$ cat config.mk
export PLATFORM = sky130hd
export DESIGN_NAME = layer_mac_scheduler
export DESIGN_NICKNAME = d
export VERILOG_FILES = /design/src/rtl/layer_pkg.sv /design/src/rtl/relu_sat.sv /design/src/rtl/layer_mac_scheduler.sv
export SDC_FILE = /design/constraint.sdc
export NUM_CORES = 1
export LEC_CHECK = 0
export CAP_MARGIN = 0
export CORE_ASPECT_RATIO = 0.8
export CORE_MARGIN = 2
export CORE_UTILIZATION = 55
export CTS_CLUSTER_SIZE = 12
export DETAILED_ROUTE_END_ITERATION = 8
export PLACE_DENSITY_LB_ADDON = 0.2
export SETUP_SLACK_MARGIN = 0.2
export SYNTH_ARGS = -nofsm -noshare
export SYNTH_HDL_FRONTEND = slang
export SYNTH_SLANG_ARGS = --single-unit
$ cat constraint.sdc
create_clock -name clk -period 6.83 [get_ports clk]
set_input_delay 0.683 -clock clk [delete_from_list [all_inputs] [get_ports clk]]
set_output_delay 0.683 -clock clk [all_outputs]
set_load 0.03 [all_outputs]
$ cat src/rtl/layer_pkg.sv
// -----------------------------------------------------------------------------
// layer_pkg
//   Shared definitions for the time-multiplexed layer engine and the parallel
//   node blocks: datapath defaults, scheduler state encoding and default
//   address widths.
//   Optional feature macro used by the scheduler: LAYER_SCHED_BACKPRESSURE_EN.
// -----------------------------------------------------------------------------
package layer_pkg;

    localparam int DW_DEF      = 24;    // data / weight / accumulator width
    localparam int OW_DEF      = 8;     // activation output width
    localparam int SAT_LIM_DEF = 8192;  // accumulator saturation threshold
    localparam int SHIFT_DEF   = 5;     // output scale (right shift)
    localparam int N_IN_DEF    = 15;    // inputs per neuron
    localparam int N_NODES_DEF = 8;     // neurons per layer

    // Address widths at the default geometry
    localparam int ACT_AW_DEF = $clog2(N_IN_DEF);
    localparam int W_AW_DEF   = $clog2(N_NODES_DEF * (N_IN_DEF + 1));
    localparam int IDX_W_DEF  = $clog2(N_NODES_DEF);

    typedef enum logic [2:0] {
        IDLE  = 3'd0,
        ISSUE = 3'd1,
        DRAIN = 3'd2,
        OUT   = 3'd3,
        DONE  = 3'd4
    } state_e;

endpackage

$ cat src/rtl/relu_sat.sv
// -----------------------------------------------------------------------------
// relu_sat
//   Clamp-and-scale activation shared by the scheduler and the parallel node
//   blocks. Negative accumulators give 0, accumulators above SAT_LIM
//   (unsigned compare) give all-ones, anything else is acc[SHIFT+OW-1:SHIFT].
//   acc == SAT_LIM is deliberately not saturated.
//
// Ports
//   acc_i  in   DW  accumulator value (two's complement)
//   act_o  out  OW  activated result
// -----------------------------------------------------------------------------
module relu_sat
    import layer_pkg::*;
#(
    parameter int DW      = DW_DEF,
    parameter int OW      = OW_DEF,
    parameter int SAT_LIM = SAT_LIM_DEF,
    parameter int SHIFT   = SHIFT_DEF
) (
    input  logic [DW-1:0] acc_i,
    output logic [OW-1:0] act_o
);

    function automatic logic [OW-1:0] clamp_scale(input logic [DW-1:0] a);
        if (a[DW-1]) begin
            return '0;
        end else if (a > DW'(SAT_LIM)) begin
            return '1;
        end else begin
            return a[SHIFT+OW-1:SHIFT];
        end
    endfunction

    assign act_o = clamp_scale(acc_i);

endmodule

$ cat src/rtl/layer_mac_scheduler.sv
// -----------------------------------------------------------------------------
// layer_mac_scheduler
//   One shared multiply-accumulate evaluates N_NODES neurons of N_IN inputs
//   each, one after another: acc = bias + sum(act[k] * w[k]), followed by the
//   relu_sat activation. Reads the activation buffer and the weight ROM (both
//   1-cycle read latency) and writes results toward the next layer.
//   Weight ROM layout: word node*(N_IN+1)+0 = bias, +k = weight k-1.
//
//   Optional feature macro: LAYER_SCHED_BACKPRESSURE_EN
//     defined   : adds out_ready; a result is held in OUT until out_ready=1.
//     undefined : out_valid is an unconditional 1-cycle pulse.
//
// Ports
//   clk        in   1                          clock
//   reset      in   1                          synchronous active-high reset
//   start      in   1                          begin layer (sampled in IDLE)
//   busy       out  1                          layer in progress
//   done       out  1                          1-cycle pulse after last neuron
//   act_addr   out  clog2(N_IN)                activation buffer address
//   act_data   in   DW                         activation word (1 cycle later)
//   w_addr     out  clog2(N_NODES*(N_IN+1))    weight ROM address
//   w_data     in   DW                         weight/bias word (1 cycle later)
//   out_ready  in   1                          (backpressure build only)
//   out_valid  out  1                          neuron result valid
//   out_idx    out  clog2(N_NODES)             neuron index of out_data
//   out_data   out  OW                         activated result
// -----------------------------------------------------------------------------
module layer_mac_scheduler
    import layer_pkg::*;
#(
    parameter int N_IN    = N_IN_DEF,
    parameter int N_NODES = N_NODES_DEF,
    parameter int DW      = DW_DEF,
    parameter int OW      = OW_DEF,
    parameter int SAT_LIM = SAT_LIM_DEF,
    parameter int SHIFT   = SHIFT_DEF
) (
    input  logic                                  clk,
    input  logic                                  reset,
    input  logic                                  start,
    output logic                                  busy,
    output logic                                  done,
    output logic [$clog2(N_IN)-1:0]               act_addr,
    input  logic [DW-1:0]                         act_data,
    output logic [$clog2(N_NODES*(N_IN+1))-1:0]   w_addr,
    input  logic [DW-1:0]                         w_data,
`ifdef LAYER_SCHED_BACKPRESSURE_EN
    input  logic                                  out_ready,
`endif
    output logic                                  out_valid,
    output logic [$clog2(N_NODES)-1:0]            out_idx,
    output logic [OW-1:0]                         out_data
);

    localparam int AA_W = $clog2(N_IN);
    localparam int WA_W = $clog2(N_NODES * (N_IN + 1));
    localparam int IX_W = $clog2(N_NODES);
    localparam int J_W  = $clog2(N_IN + 1);

    state_e                 state_q, state_d;
    logic [J_W-1:0]         j_q;
    logic [IX_W-1:0]        node_q;
    logic                   last_j, last_node, xfer;

    logic                   vld_p1;   // a ROM/buffer word arrives this cycle
    logic                   bias_p1;  // that word is the bias (j == 0)
    logic signed [DW-1:0]   prod_p1;
    logic signed [DW-1:0]   acc_q;
    logic [OW-1:0]          act_w;

    assign last_j    = (j_q == J_W'(N_IN));
    assign last_node = (node_q == IX_W'(N_NODES - 1));

`ifdef LAYER_SCHED_BACKPRESSURE_EN
    assign xfer = out_ready;
`else
    assign xfer = 1'b1;
`endif

    // ---- state register ----
    always_ff @(posedge clk) begin
        if (reset) begin
            state_q <= IDLE;
        end else begin
            state_q <= state_d;
        end
    end

    // ---- next-state logic ----
    always_comb begin
        state_d = state_q;
        case (state_q)
            IDLE:    if (start) state_d = ISSUE;
            ISSUE:   if (last_j) state_d = DRAIN;
            DRAIN:   state_d = OUT;
            OUT:     if (xfer) state_d = last_node ? DONE : ISSUE;
            DONE:    state_d = IDLE;
            default: state_d = IDLE;
        endcase
    end

    // ---- issue / neuron counters ----
    always_ff @(posedge clk) begin
        if (reset) begin
            j_q    <= '0;
            node_q <= '0;
        end else begin
            case (state_q)
                IDLE: begin
                    if (start) begin
                        j_q    <= '0;
                        node_q <= '0;
                    end
                end
                ISSUE: j_q <= last_j ? '0 : j_q + J_W'(1);
                OUT: begin
                    if (xfer && !last_node) begin
                        node_q <= node_q + IX_W'(1);
                        j_q    <= '0;
                    end
                end
                DONE:    node_q <= '0;
                default: ;
            endcase
        end
    end

    // ---- stage p1: memory data returns, accumulate ----
    // Only the low DW bits of the product are kept; the sum wraps mod 2^DW.
    assign prod_p1 = $signed(act_data) * $signed(w_data);

    always_ff @(posedge clk) begin
        if (reset) begin
            vld_p1  <= 1'b0;
            bias_p1 <= 1'b0;
            acc_q   <= '0;
        end else begin
            vld_p1  <= (state_q == ISSUE);
            bias_p1 <= (state_q == ISSUE) && (j_q == '0);
            if (vld_p1) begin
                acc_q <= bias_p1 ? $signed(w_data) : acc_q + prod_p1;
            end
        end
    end

    relu_sat #(
        .DW      (DW),
        .OW      (OW),
        .SAT_LIM (SAT_LIM),
        .SHIFT   (SHIFT)
    ) u_act (
        .acc_i (acc_q),
        .act_o (act_w)
    );

    // ---- outputs ----
    // Everything is decoded from the current state so that a reset edge
    // returns all outputs to 0 immediately.
    always_comb begin
        busy      = (state_q != IDLE);
        done      = (state_q == DONE);
        out_valid = (state_q == OUT);
        out_idx   = '0;
        out_data  = '0;
        w_addr    = '0;
        act_addr  = '0;
        if (state_q == ISSUE) begin
            w_addr = WA_W'(node_q) * WA_W'(N_IN + 1) + WA_W'(j_q);
            if (j_q != '0) begin
                act_addr = AA_W'(j_q - J_W'(1));
            end
        end
        if (state_q == OUT) begin
            out_idx  = node_q;
            out_data = act_w;
        end
    end

endmodule

==> flow_metrics.py, run 1 <==
metrics = {
    "floorplan": {
        "num_rows": 48,
        "die_w_um": 169,
        "chipHeight_um": 136,
        "io-pin-count": 76,
        "initial_core_util": 0.557,
        "coreArea_sq_um": 21500,
        "die_area_sq_um": 23000,
    },
    "grt": {
        "overflow": 0,
        "grt_pass1_vias": 10300,
        "grtUsageTotal": 0.319,
        "antenna_found_initial": 1,
        "grt_max_degree": 49,
        "grt_pass1_wl_mm": 55.5,
    },
    "finish": {
        "regArea_sq_um": 721,
        "nNetsFinal": 2001,
        "drive_above_1_share": 0.151,
        "syn_to_final_growth_pct": 24.0,
        "finalNonFillerCells": 1878,
        "num_antenna_cells": 0,
        "num-fill-cells": 1717,
        "multi_input_area_sq_um": 10000,
    },
    "status": {
        "outcome": "completed",
    },
    "worst_setup_path": {
        "crit_slowest_cell": "fa_1",
        "cp-start-kind": "input port",
        "worstSetupStartpoint": "w_data[5]",
        "path_class": "input port to register",
        "critPathTopFamily": "adder cells",
        "max_stage_delay_ns": 0.57,
        "cp.required_ns": 7.03,
        "cpMostUsedCell": "fa_1",
        "cp.arrival_ns": 6.63,
        "path_cells": "clkdlybuf4s15_1, buf_12, buf_12, nand2_1, fa_1, fa_1, fa_1, inv_1, ha_2, fa_1, inv_2, fa_1, fa_1, inv_2, ha_4, a21o_1, a21o_1, buf_4, a211oi_4, nor3_2, a21o_1, o41ai_4, nand3b_1, a311oi_1",
        "end_kind": "register",
        "reg2reg_from": "acc_q[10]",
        "crit_buf_inv": 7,
        "worst-path-max-fanout": 7,
    },
    "timing": {
        "finalSetupViolations": 0,
        "drv_slew": 0,
        "rsz0062_at_grt": "false",
        "tightest_slew_ns": 0.613,
        "hold_violations": 0,
        "fmax_mhz": 155,
        "fin_crit_ns": 6.43,
        "setup-tns-final_ns": 0,
        "skew_ns": 0.00501,
        "slew_headroom": 0.590,
        "fin_crit_sh": 0.942,
    },
    "synthesis": {
        "synth-edff-count": 0,
        "synth_cell_types": 50,
        "synthesis.nets": 1820,
        "synthArstFlopShare": 0,
        "yosys_most_used_dff": "dfxtp_1",
        "synth_seq_cells": 36,
        "synthCells": 1421,
        "synth_warnings": 0,
        "synth_area_sq_um": 12000,
        "avgSynthCellArea_sq_um": 8.43,
        "seq_area_frac_synth": 0.0602,
    },
    "routing": {
        "drc": 0,
        "drt_iter0_drc": 668,
        "vias": 10200,
        "wl_mm": 35.9,
        "vias_per_cell": 5.42,
        "postRouteAntennaNets": 0,
        "wl_per_cell_um": 19.1,
        "first_pass_iters": 5,
    },
    "cts": {
        "clk_latency_ns": 0.29,
        "cts_buffers": 5,
        "postCtsHoldBufs": 0,
        "root_buffer": "clkbuf_16",
        "clk_pin_slew_ns": 0.06,
        "clock-sinks": 36,
        "cts.path.max_buffers": 2,
        "cts_tree": "built",
        "htreeDepth": 2,
    },
    "run": {
        "cap_viol_max_count": 0,
    },
    "placed_design": {
        "io_buffers": 75,
        "gp_congestion": 0.960,
        "placedCellCount": 1829,
        "dp_hpwl_mm": 28.7,
    },
    "min_path": {
        "hold_start": "acc_q[17]",
        "hold_class": "register to register",
    },
}
## synth_stat cells (10+ instances only)
| library cell | instances | area (sq um) |
|---|---|---|
| xor2_1 | 13 | 114 |
| clkbuf_1 | 61 | 229 |
| inv_1 | 339 | 1270 |
| a21oi_1 | 21 | 105 |
| dfxtp_1 | 36 | 721 |
| nand2_1 | 189 | 709 |
| o21a_1 | 10 | 75.1 |
| ha_1 | 116 | 1450 |
| nor2_1 | 56 | 210 |
| o21ai_0 | 18 | 90.1 |
| xnor2_1 | 52 | 455 |
| fa_1 | 232 | 4640 |
| and2_1 | 144 | 901 |
| nor3_1 | 11 | 55.1 |
## area by class of cell
type | count | share of cell area
Multi-Input combinational cell | 982 | 0.676
Timing Repair Buffer | 237 | 0.156
Inverter | 340 | 0.0859
Sequential cell | 36 | 0.0485
Tap cell | 275 | 0.0232
Clock buffer | 6 | 0.00868
Clock inverter | 2 | 0.00236
## stage by stage
step                       util  worst slack [ns]  hold slack (ns)  instance area (sq um)
after floorplan               -             0.205            0.477                  12000
after global placement    0.646            -0.189            0.499                  13900
after detailed placement  0.646            -0.344            0.505                  13900
after CTS                 0.667             0.199            0.513                  14300
after global routing      0.691             0.196            0.545                  14900
final                     0.691             0.397            0.512                  14900
## cells in the final DEF (no fill, tap or decap), types with 10 or more instances in the layout
cell	count
inv_1	328
fa_1	219
nand2_1	187
and2_1	135
buf_4	125
ha_1	102
nor2_1	54
xnor2_1	49
clkdlybuf4s50_1	43
dfxtp_1	36
dlymetal6s2s_1	22
a21oi_1	21
buf_12	17
buf_6	16
o21ai_0	15
xor2_1	13
fa_2	13
inv_2	11
o21a_1	10
ha_4	10
## state kept, by name, summed over array words and instances (netlist names)
name / count
node_q: 3
j_q: 4
vld_p1: 1
bias_p1: 1
state_q: 3
acc_q: 24
## worst paths after layout
check        depth (start not counted)  slack (ns)   endpoint
min                                  2        0.51  acc_q[17]
max reg2reg                         19        1.80  acc_q[22]
max                                 24        0.40  acc_q[22]
min reg2reg                          2        0.51  acc_q[17]
## worst reg2reg max path: stages, from the launching register on
cell and delay [ns]:
dfxtp_1 0.41, ha_1 0.32, inv_1 0.05, fa_1 0.49, inv_1 0.05, fa_1 0.49, inv_2 0.04, fa_1 0.50
fa_1 0.54, inv_2 0.05, ha_4 0.21, a21o_1 0.15, a21o_1 0.18, buf_4 0.15, a211oi_4 0.24, nor3_2 0.06
a21o_1 0.20, o41ai_4 0.42, nand3b_1 0.13, a311oi_1 0.27
## kinds of logic (layout without fill, tap and decap cells)
logic type                 Yosys count  after routing  synth area share
and+or+nand+nor                    449            449             0.183
buffers and inverters              403            585             0.126
adders and majority gates          348            348             0.509
AOI/OAI and AO/OA                  110            110            0.0655
xor gates and xnor gates            65             65            0.0475
DFF                                 36             36            0.0602
muxes                               10             10           0.00846
## routing by layer
metal  GRT usage  share of wire  wire [um]  up-vias
li1            -              -          -     4593
met1       0.453           0.44      15600     5055
met2       0.498           0.44      15900      466
met3      0.0771          0.098       3520       68
met4      0.0731          0.025        883        0
met5           0              0          0        -
## timing repair
item / CTS / global route
gates resized for setup: 42 / 85
cloned: 1 / 2
endpoints found under the setup margin: 7 / 11
setup buffers: 19 / 19
pin swaps: 35 / 61
Power of run 1 is not shown: default switching activity piles up to over one toggle a cycle in this logic, so the estimate is an artifact.
==> inputs of run 2 (changes only) <==
--- a/config.mk
+++ b/config.mk
@@ -11,6 +11,7 @@
 export CORE_UTILIZATION = 55
 export CTS_CLUSTER_SIZE = 12
 export DETAILED_ROUTE_END_ITERATION = 8
+export GPL_TIMING_DRIVEN = 0
 export PLACE_DENSITY_LB_ADDON = 0.2
 export SETUP_SLACK_MARGIN = 0.2
 export SYNTH_ARGS = -nofsm -noshare
==> run 2 against run 1 <==
Cell count down 4.0%. Hold slack better by 0.010 ns. Critical path depth down 1. Sequential cell count unchanged. First-iteration DRC count up 46%. Critical path type unchanged.
==> flow_metrics.py, run 2 (synthesis results as in run 1) <==
metrics = {
    "status": {
        "outcome": "completed",
    },
    "timing": {
        "skew_ns": 0.00693,
        "rsz0062_at_grt": "true",
        "tightest_slew_ns": 0.778,
        "finalSetupViolations": 0,
        "setup-tns-final_ns": 0,
        "hold_violations": 0,
        "slew_headroom": 0.481,
        "fin_crit_ns": 6.55,
        "fmax_mhz": 153,
        "drv_slew": 0,
        "fin_crit_sh": 0.958,
    },
    "finish": {
        "final_cell_mix": "inv_1, fa_1, nand2_1",
        "largest_register_ffs": 24,
        "nNetsFinal": 1925,
        "fin_area_sq_um": 13900,
        "drive_above_1_share": 0.0891,
        "num-fill-cells": 1886,
        "reg_top3": "acc_q x24, j_q x4",
        "finalNonFillerCells": 1802,
        "syn_to_final_growth_pct": 16.2,
        "final_common_cell": "inv_1",
        "utilization": 0.648,
        "largest-register": "acc_q",
        "num_antenna_cells": 0,
    },
    "worst_setup_path": {
        "cpMostUsedCell": "fa_1",
        "max_stage_delay_ns": 0.54,
        "worst-path-max-fanout": 10,
        "path_cells": "buf_2, clkbuf_8, and2_1, fa_1, fa_1, inv_1, fa_1, fa_1, inv_1, ha_1, fa_1, inv_1, fa_1, inv_1, ha_4, a21o_1, o2111a_1, o21ai_2, a31oi_4, o41ai_4, xnor2_1, nand2_1, a311oi_1",
        "endpoint": "acc_q[21]",
        "end_kind": "register",
        "path_class": "input port to register",
        "r2r-end": "acc_q[22]",
        "r2r_setup_slack_ns": 1.84,
        "crit_slowest_cell": "fa_1",
        "cp.arrival_ns": 6.72,
        "worstSetupStartpoint": "act_data[7]",
        "reg2reg_depth": 18,
        "cp.required_ns": 7.01,
        "reg2reg_from": "acc_q[9]",
        "cp-start-kind": "input port",
    },
    "cts": {
        "cts_buffers": 5,
        "postCtsHoldBufs": 0,
        "htreeDepth": 2,
        "clock-sinks": 36,
        "cts_tree": "built",
        "clk_pin_slew_ns": 0.06,
        "clk_latency_ns": 0.28,
        "cts.path.max_buffers": 2,
        "root_buffer": "clkbuf_16",
    },
    "placed_design": {
        "gp_congestion": 0.948,
        "io_buffers": 69,
        "placed_cell_area_sq_um": 13000,
        "dp_hpwl_mm": 28.9,
        "placedCellCount": 1765,
    },
    "grt": {
        "grt_pass1_wl_mm": 56.5,
        "overflow": 0,
        "grtUsageTotal": 0.330,
        "antenna_found_initial": 0,
        "grt_pass1_vias": 9936,
        "grt_max_degree": 13,
    },
    "routing": {
        "drt_iter0_drc": 977,
        "wl_mm": 36.6,
        "drc": 0,
        "first_pass_iters": 5,
        "vias_per_cell": 5.48,
        "vias": 9867,
        "wl_per_cell_um": 20.3,
        "postRouteAntennaNets": 0,
    },
    "floorplan": {
        "initial_core_util": 0.557,
        "num_rows": 48,
        "die_area_sq_um": 23000,
        "die_w_um": 169,
        "io-pin-count": 76,
        "chipHeight_um": 136,
        "coreArea_sq_um": 21500,
    },
    "run": {
        "cap_viol_max_count": 0,
    },
    "min_path": {
        "hold_class": "register to register",
        "hold_path_depth": 2,
    },
}
==> run 2: cell count changes in the layout (fill, tap and decap cells not counted), moves of 9 or more <==
cell,before,now
fa_1,219,228
dlymetal6s2s_1,22,2
clkbuf_8,0,25
buf_4,125,30
fa_2,13,4
clkbuf_1,1,17
buf_12,17,1
buf_6,16,3
==> run 2: critical path: cells and delay by family <==
kind / cells / cell delay [ns]
compound gates: 6 / 1.39
xor+xnor: 1 / 0.16
fa+ha+maj: 8 / 3.52
buf+inv: 6 / 0.73
simple gates: 2 / 0.24
==> run 2: what timing repair did <==
item | 4_1_cts | 5_1_grt
setup endpoints to repair | 14 | 7
hold endpoints to repair | 0 | 0
gates resized for setup | 205 | 47
gates cloned | 0 | 0
pin swaps | 22 | 25
buffers inserted | 23 | 6
==> run 2: stage by stage <==
step / setup WS, ns / hold slack [ns]
2_1_floorplan: 0.205 / 0.477
3_3_place_gp: -1.63 / 0.495
3_5_place_dp: -1.68 / 0.509
4_1_cts: 0.201 / 0.515
5_1_grt: 0.136 / 0.527
6_report: 0.284 / 0.522
==> run 2: how the worst min path moves through the flow <==
stage	from	slack [ns]	endpoint
floorplan	acc_q[18]	0.48	acc_q[18]
global placement	acc_q[17]	0.49	acc_q[17]
detailed placement	acc_q[17]	0.51	acc_q[17]
CTS	acc_q[18]	0.52	acc_q[18]
global route	acc_q[17]	0.53	acc_q[17]
finish	acc_q[3]	0.52	acc_q[3]
==> run 2: layout make-up <==
class | count | area [sq um] | area share
Multi-Input combinational cell | 982 | 9940 | 0.714
Inverter | 340 | 1280 | 0.0917
Timing Repair Buffer | 98 | 887 | 0.0637
Sequential cell | 36 | 721 | 0.0518
Tap cell | 275 | 344 | 0.0247
Clock inverter | 3 | 18.8 | 0.00135
Buffer | 63 | 614 | 0.0441
Clock buffer | 5 | 125 | 0.00899
==> run 2: per-layer routing <==
metal / part of all wire / vias to the layer above / global-route usage / routed length [um]
met4: 0.024 / 0 / 0.0665 / 873
met2: 0.43 / 544 / 0.497 / 15600
li1: - / 4450 / - / -
met1: 0.41 / 4802 / 0.455 / 15000
met5: 0 / - / 0 / 0
met3: 0.14 / 71 / 0.128 / 5140
Power of run 2 is left out for the same reason.
==> inputs of run 3 (changes only) <==
--- a/config.mk
+++ b/config.mk
@@ -9,7 +9,7 @@
 export CORE_ASPECT_RATIO = 0.8
 export CORE_MARGIN = 2
 export CORE_UTILIZATION = 55
-export CTS_CLUSTER_SIZE = 12
+export CTS_CLUSTER_SIZE = 30
 export DETAILED_ROUTE_END_ITERATION = 8
 export GPL_TIMING_DRIVEN = 0
 export PLACE_DENSITY_LB_ADDON = 0.2
==> results of run 3 <==
Final layout, timing and power as in run 2 (identical DEF).
Power of run 3 is left out for the same reason.
